## src/rtl/baw_card_eval.sv

```systemverilog
// Card-evaluation datapath for Black-and-White: colour counts, card-select encoder, hand registers, comparator.
// Optional macro BAW_SEL_ERR_EN adds the sel_err output and blocks loads of invalid selections.
module baw_card_eval (
  input  logic       clk,
  input  logic       reset_n,
  input  logic [8:0] p1_card,
  input  logic [8:0] p2_card,
  input  logic [8:0] cardselect,
  input  logic       load_p1,
  input  logic       load_p2,
  input  logic       clear,
  output logic [3:0] p1_black,
  output logic [3:0] p1_white,
  output logic [3:0] p2_black,
  output logic [3:0] p2_white,
  output logic [3:0] p1_handcard,
  output logic [3:0] p2_handcard,
  output logic       p1_isblack,
  output logic       p2_isblack,
  output logic [1:0] matchresult,
  output logic       match_valid
`ifdef BAW_SEL_ERR_EN
  ,
  output logic       sel_err
`endif
);

  localparam int unsigned NCARDS = 9;
  localparam int unsigned CW     = 4;
  localparam int unsigned EW     = 16;

  logic [CW-1:0] p1_hand_q, p1_hand_d;
  logic [CW-1:0] p2_hand_q, p2_hand_d;
  logic          p1_loaded_q, p1_loaded_d;
  logic          p2_loaded_q, p2_loaded_d;
  logic [CW-1:0] sel_enc;
  logic [EW-1:0] sel_ext;
  logic          load_ok;

  // Odd cards are black, even cards are white.
  always_comb begin
    p1_black = '0;
    p1_white = '0;
    p2_black = '0;
    p2_white = '0;
    for (int i = 0; i < NCARDS; i++) begin
      if ((i % 2) == 1) begin
        p1_black = p1_black + CW'(p1_card[i]);
        p2_black = p2_black + CW'(p2_card[i]);
      end else begin
        p1_white = p1_white + CW'(p1_card[i]);
        p2_white = p2_white + CW'(p2_card[i]);
      end
    end
  end

  // Priority encoder: highest set bit wins, all-zero encodes to 0.
  always_comb begin
    sel_ext = {7'b0, cardselect};
    sel_enc = '0;
    for (int i = 0; i < EW; i++) begin
      if (sel_ext[i]) sel_enc = CW'(i);
    end
  end

`ifdef BAW_SEL_ERR_EN
  logic sel_onehot;

  always_comb begin
    sel_onehot = (cardselect != '0) && ((cardselect & (cardselect - 9'd1)) == '0);
    sel_err    = !sel_onehot
               || (load_p1 && ((cardselect & p1_card) == '0))
               || (load_p2 && ((cardselect & p2_card) == '0));
    load_ok    = !sel_err;
  end
`else
  assign load_ok = 1'b1;
`endif

  // Next hand state; clear overrides both loads.
  always_comb begin
    p1_hand_d   = p1_hand_q;
    p2_hand_d   = p2_hand_q;
    p1_loaded_d = p1_loaded_q;
    p2_loaded_d = p2_loaded_q;
    if (clear) begin
      p1_hand_d   = '0;
      p2_hand_d   = '0;
      p1_loaded_d = 1'b0;
      p2_loaded_d = 1'b0;
    end else if (load_ok) begin
      if (load_p1) begin
        p1_hand_d   = sel_enc;
        p1_loaded_d = 1'b1;
      end
      if (load_p2) begin
        p2_hand_d   = sel_enc;
        p2_loaded_d = 1'b1;
      end
    end
  end

  always_ff @(posedge clk or negedge reset_n) begin
    if (!reset_n) begin
      p1_hand_q   <= '0;
      p2_hand_q   <= '0;
      p1_loaded_q <= 1'b0;
      p2_loaded_q <= 1'b0;
    end else begin
      p1_hand_q   <= p1_hand_d;
      p2_hand_q   <= p2_hand_d;
      p1_loaded_q <= p1_loaded_d;
      p2_loaded_q <= p2_loaded_d;
    end
  end

  // Comparator driven only from registered state, so reset forces 2'b11 at once.
  always_comb begin
    p1_handcard = p1_hand_q;
    p2_handcard = p2_hand_q;
    p1_isblack  = p1_hand_q[0];
    p2_isblack  = p2_hand_q[0];
    match_valid = p1_loaded_q & p2_loaded_q;
    if (!match_valid)                matchresult = 2'b11;
    else if (p1_hand_q > p2_hand_q)  matchresult = 2'b01;
    else if (p2_hand_q > p1_hand_q)  matchresult = 2'b10;
    else                             matchresult = 2'b00;
  end

endmodule

```

## config.mk

```make
export PLATFORM = sky130hd
export DESIGN_NAME = baw_card_eval
export DESIGN_NICKNAME = d
export VERILOG_FILES = /design/src/rtl/baw_card_eval.sv
export SDC_FILE = /design/constraint.sdc
export NUM_CORES = 1
export LEC_CHECK = 0
export CELL_PAD_IN_SITES_DETAIL_PLACEMENT = 1
export CELL_PAD_IN_SITES_GLOBAL_PLACEMENT = 2
export CORE_MARGIN = 10
export CORE_UTILIZATION = 19
export CTS_BUF_LIST = sky130_fd_sc_hd__clkbuf_8
export DETAILED_ROUTE_END_ITERATION = 6
export PLACE_DENSITY_LB_ADDON = 0.15
export SYNTH_ARGS = -nofsm -noshare
export SYNTH_HDL_FRONTEND = slang
export SYNTH_SLANG_ARGS = --single-unit
```

## constraint.sdc

```tcl
create_clock -name clk -period 3.4 [get_ports clk]
set_input_delay 0.85 -clock clk [delete_from_list [all_inputs] [get_ports clk]]
set_output_delay 0.85 -clock clk [all_outputs]
set_load 0.01 [all_outputs]
```

Word level (Yosys, flattened, before mapping)
Index checks and enable logic that the tools add are counted.
{"block": "classes", "n_addsub": 14, "order_cmp": 2, "mux": 19, "bitwise_logic": 1, "reduce_logical": 2}
{"operator": "2-to-1 mux 4 bit", "count": 5}
{"operator": "adder 3 x 1 -> 4 bit", "count": 4}
{"operator": "adder 2 x 1 -> 3 bit", "count": 4}
{"operator": "2-to-1 mux 3 bit", "count": 4}
{"operator": "2-to-1 mux 2 bit", "count": 5}
{"operator": "adder 1 x 1 -> 2 bit", "count": 4}
{"operator": "adder 4 x 1 -> 4 bit", "count": 2}
{"operator": "> comparator 4 bit", "count": 2}
{"operator": "2-to-1 mux 1 bit", "count": 5}
{"operator": "nonzero test 2 bit", "count": 2}
{"operator": "bitwise AND 1 bit", "count": 1}
{"block": "totals", "regBits": 10, "in_bits": 32, "out_inout_bits": 29}

Depth between registers and ports, before layout
{"block": "logic_depth", "depth_word": 10, "mapped_depth": 5, "mapped_depth_nobuf": 5}

Least setup slack after synthesis
OpenSTA, ideal clock, no wires.
{"block": "synth_path", "path_kind": "in2out", "start": "in p1_card[0]", "end": "out p1_white[1]", "arrival_time_ns": 2.118, "slack_ns": 0.432, "path_stages": 5, "cell_sequence": "inv_1 fa_1 inv_1 fa_1 ha_1"}
{"block": "synth_between", "elab_chain_len": 4}
{"item": "from (decl)", "line_no": "6", "rtl": "input logic [8:0] p1_card,"}
{"item": "adder 1 x 1 -> 2 bit", "line_no": "51", "rtl": "p1_white = p1_white + CW'(p1_card[i]);"}
{"item": "adder 2 x 1 -> 3 bit", "line_no": "51"}
{"item": "adder 3 x 1 -> 4 bit", "line_no": "51"}
{"item": "adder 4 x 1 -> 4 bit", "line_no": "51"}
{"item": "to (decl)", "line_no": "13", "rtl": "output logic [3:0] p1_white,"}
No other way between the ends.

Worst setup path after layout
{"block": "layout_path", "start": "in p2_card[0]", "end": "out p2_white[2]"}
{"block": "layout_between", "elab_chain_len": 4}
{"item": "from (decl)", "line_no": "7", "rtl": "input logic [8:0] p2_card,"}
{"item": "adder 1 x 1 -> 2 bit", "line_no": "52", "rtl": "p2_white = p2_white + CW'(p2_card[i]);"}
{"item": "adder 2 x 1 -> 3 bit", "line_no": "52"}
{"item": "adder 3 x 1 -> 4 bit", "line_no": "52"}
{"item": "adder 4 x 1 -> 4 bit", "line_no": "52"}
{"item": "to (decl)", "line_no": "15", "rtl": "output logic [3:0] p2_white,"}
No other way between the ends.

==> flow_summary.yaml <==
logic_synthesis:
  synth_most_common_cell: "inv_1"
  synth_seq_cells: 10
  muxShareOfSynthArea_pct: 0
  synth_commonest_cells: "inv_1, dfrtp_1, ha_1, nor2_1"
  synth_area_sq_um: 923
  yosys.area.top_type: "dfrtp_1"
  synth_top_area_share_pct: 27.1
  synth_edf_count: 0
  syn_area_per_cell_sq_um: 9.14
  synth_compound_area_share_pct: 13.3
  yosys_warnings: 0
  synth_cell_types: 28
  synth.area.top_cells: "dfrtp_1, ha_1, fa_1, inv_1, buf_4"
  synth_top_family_by_area: "adder cells"
  synth-seq-area-share_pct: 27.1
  syn_inst: 101
  synth-adder-area-share_pct: 26.6
  ys_dominant_reg_cell: "dfrtp_1"
  synth-async-reset-ratio_pct: 100
  synth-xor-area-share_pct: 0
  yosys.area_share.simple_pct: 15.6
timing:
  layout_min_cycle_time_ps: 3370
  finalMaxSlewViolations: 0
  setup_viol: 0
  rsz0062_at_grt: "true"
  worst_slack_ps: 30.7
  period_share_pct: 99.1
  hold_viol_final: 0
  finClkSkew_ps: 0
  tightestPinTransition_ps: 512
  relSlewSlack_pct: 65.7
  max_freq_ghz: 0.297
  holdWs_ps: 497
power_and_ir_drop:
  pwr_density_cell_nw_per_um2: 290
  combPwrFrac_pct: 44.2
  p_clk_share_pct: 26.4
  power_frac_seq_pct: 29.4
  p_leak_uw: 0.000728
  p_switching_uw: 137
  p_int_uw: 314
  swShare_pct: 30.4
  ir_worst_vdd_mv: 0.0932
worst_setup_path:
  worstSetupEndpointType: "output pin"
  reg2reg_from: "p1_handcard[1]"
  crit_type: "in -> out"
  cp-start-kind: "input pin"
  critPathLaunch: "p2_card[0]"
  cp.required_ps: 2550
  crit_fanout: 1
  arrival_ps: 2520
clock_tree:
  clk_pin_slew_ps: 40
  clockBufferDepth: 2
  cts_made_buffers: 3
  root_buffer: "clkbuf_8"
  clk-insertion-delay-late_ps: 230
  h-tree-depth: 1
  postCtsSetupRepairBufs: 0
  cts_tree: "done"
  holdBufCountCts: 0
  clock_sinks: 10
cells_and_area:
  diodes: 0
  fin_area_sq_um: 1550
  syn2layout_area_growth_pct: 68.2
  final_nets: 203
  final_util_pct: 32.9
  final_cells: 220
  fillers: 547
  drive_gt1_share_pct: 15.0
detailed_routing:
  ant_nets: 0
  drtPass1Iterations: 3
  vias: 867
  viasPerCell: 3.94
  drt-initial-drc-count: 28
  drc_errors: 0
  routedWlPerCell_um: 13.7
  finalWirelength_um: 3010
grt:
  grt_max_degree: 16
  grt_pass1_vias: 1027
  antenna_found_initial: 0
  grt_pass1_wl_um: 4950
  grt_overflow: 0
  grt_util_all_layers_pct: 7.50
place:
  gp_congestion: 0.724
  port_buffers: 55
  dp_slack_ps: -602
  dp.cells: 217
  place_hpwl_um: 2710
  placed_cell_area_sq_um: 1490
hold_path:
  hold_start: "p2_loaded_q"
  hold_path.class: "reg -> reg"
job:
  drv_cap: 0
die:
  core_sq_um: 4720
  die_h_um: 89.7
  die_w_um: 89.7
  io_pins: 61
  rows: 25
  start_util_pct: 19.5
  dieArea_sq_um: 8050
run_status:
  status: "finished, final reports clean"
[flip-flops by register name, summed over array words and instances (netlist names)]
name,count
p1_handcard,4
p2_handcard,4
p1_loaded_q,1
p2_loaded_q,1
[final timing paths]
check | slack, ps | endpoint | depth (start not counted)
worst max register to register | 2580 | p1_handcard[1] | 2
worst min-delay path | 500 | p2_loaded_q | 2
max in group asynchronous | 2140 | p2_handcard[0] | 1
min in group asynchronous | 940 | p1_loaded_q | 1
worst max-delay path | 30 | p2_white[2] | 5
worst min register to register | 500 | p2_loaded_q | 2
[per-layer routing]
layer / global-route usage (%) / up-vias / wire length [um]
met5: 0 / - / 0
met4: 4.04 / 0 / 65
met3: 2.74 / 4 / 288
met2: 13.3 / 36 / 1500
met1: 7.48 / 398 / 1150
li1: - / 429 / -
[logic make-up (layout without fill, tap and decap cells)]
family | count (synthesis) | after routing
buffers and inverters | 30 | 79
and+or+nand+nor | 26 | 26
AOI/OAI and AO/OA | 18 | 18
adders and majority gates | 16 | 16
DFF | 10 | 10
other | 1 | 4
[cell type report]
type	count	area, sq um	share of cell area (%)
multi-input combinational	64	557	35.9
timing repair buffer	55	542	34.9
sequential	10	250	16.1
tap	67	83.8	5.40
inverter	21	78.8	5.08
clock buffer	3	41.3	2.66
[cell usage in the layout, fill, tap and decap left out, types with 3 or more instances in the layout]
| cell type | n |
|---|---|
| clkdlybuf4s50_1 | 35 |
| inv_1 | 16 |
| dfrtp_1 | 10 |
| nor2_1 | 9 |
| ha_1 | 8 |
| dlygate4sd2_1 | 7 |
| inv_2 | 5 |
| nand2_1 | 5 |
| a21oi_1 | 4 |
| fa_1 | 4 |
| conb_1 | 4 |
| buf_6 | 4 |
| nand2b_1 | 3 |
| o21ai_0 | 3 |
| clkbuf_8 | 3 |
| dlymetal6s2s_1 | 3 |
[power by group through the flow]
stage | combinational (uW) | sequential [uW] | clock [uW]
floorplan | 90.5 | 136 | 0
global placement | 197 | 134 | 0
detailed placement | 206 | 134 | 0
CTS | 204 | 133 | 124
global route | 224 | 133 | 131
finish | 199 | 133 | 119
[metrics by stage]
step                TNS (ps)  power, uW
finish                     0        451
global route           -13.6        489
CTS                        0        460
detailed placement     -4080        340
global placement       -3710        332
floorplan                  0        226
[worst max-delay path: stages]
cell and delay (ps):
clkdlybuf4s50_1 480, fa_1 430, fa_2 370, ha_4 160
clkdlybuf4s15_2 220
[timing repair]
action                     CTS  global route
setup endpoints to repair   12             7
gates cloned                 0             0
pin swaps                    5             4
gates resized for setup     50             9
(Power assumes the default switching activity.)
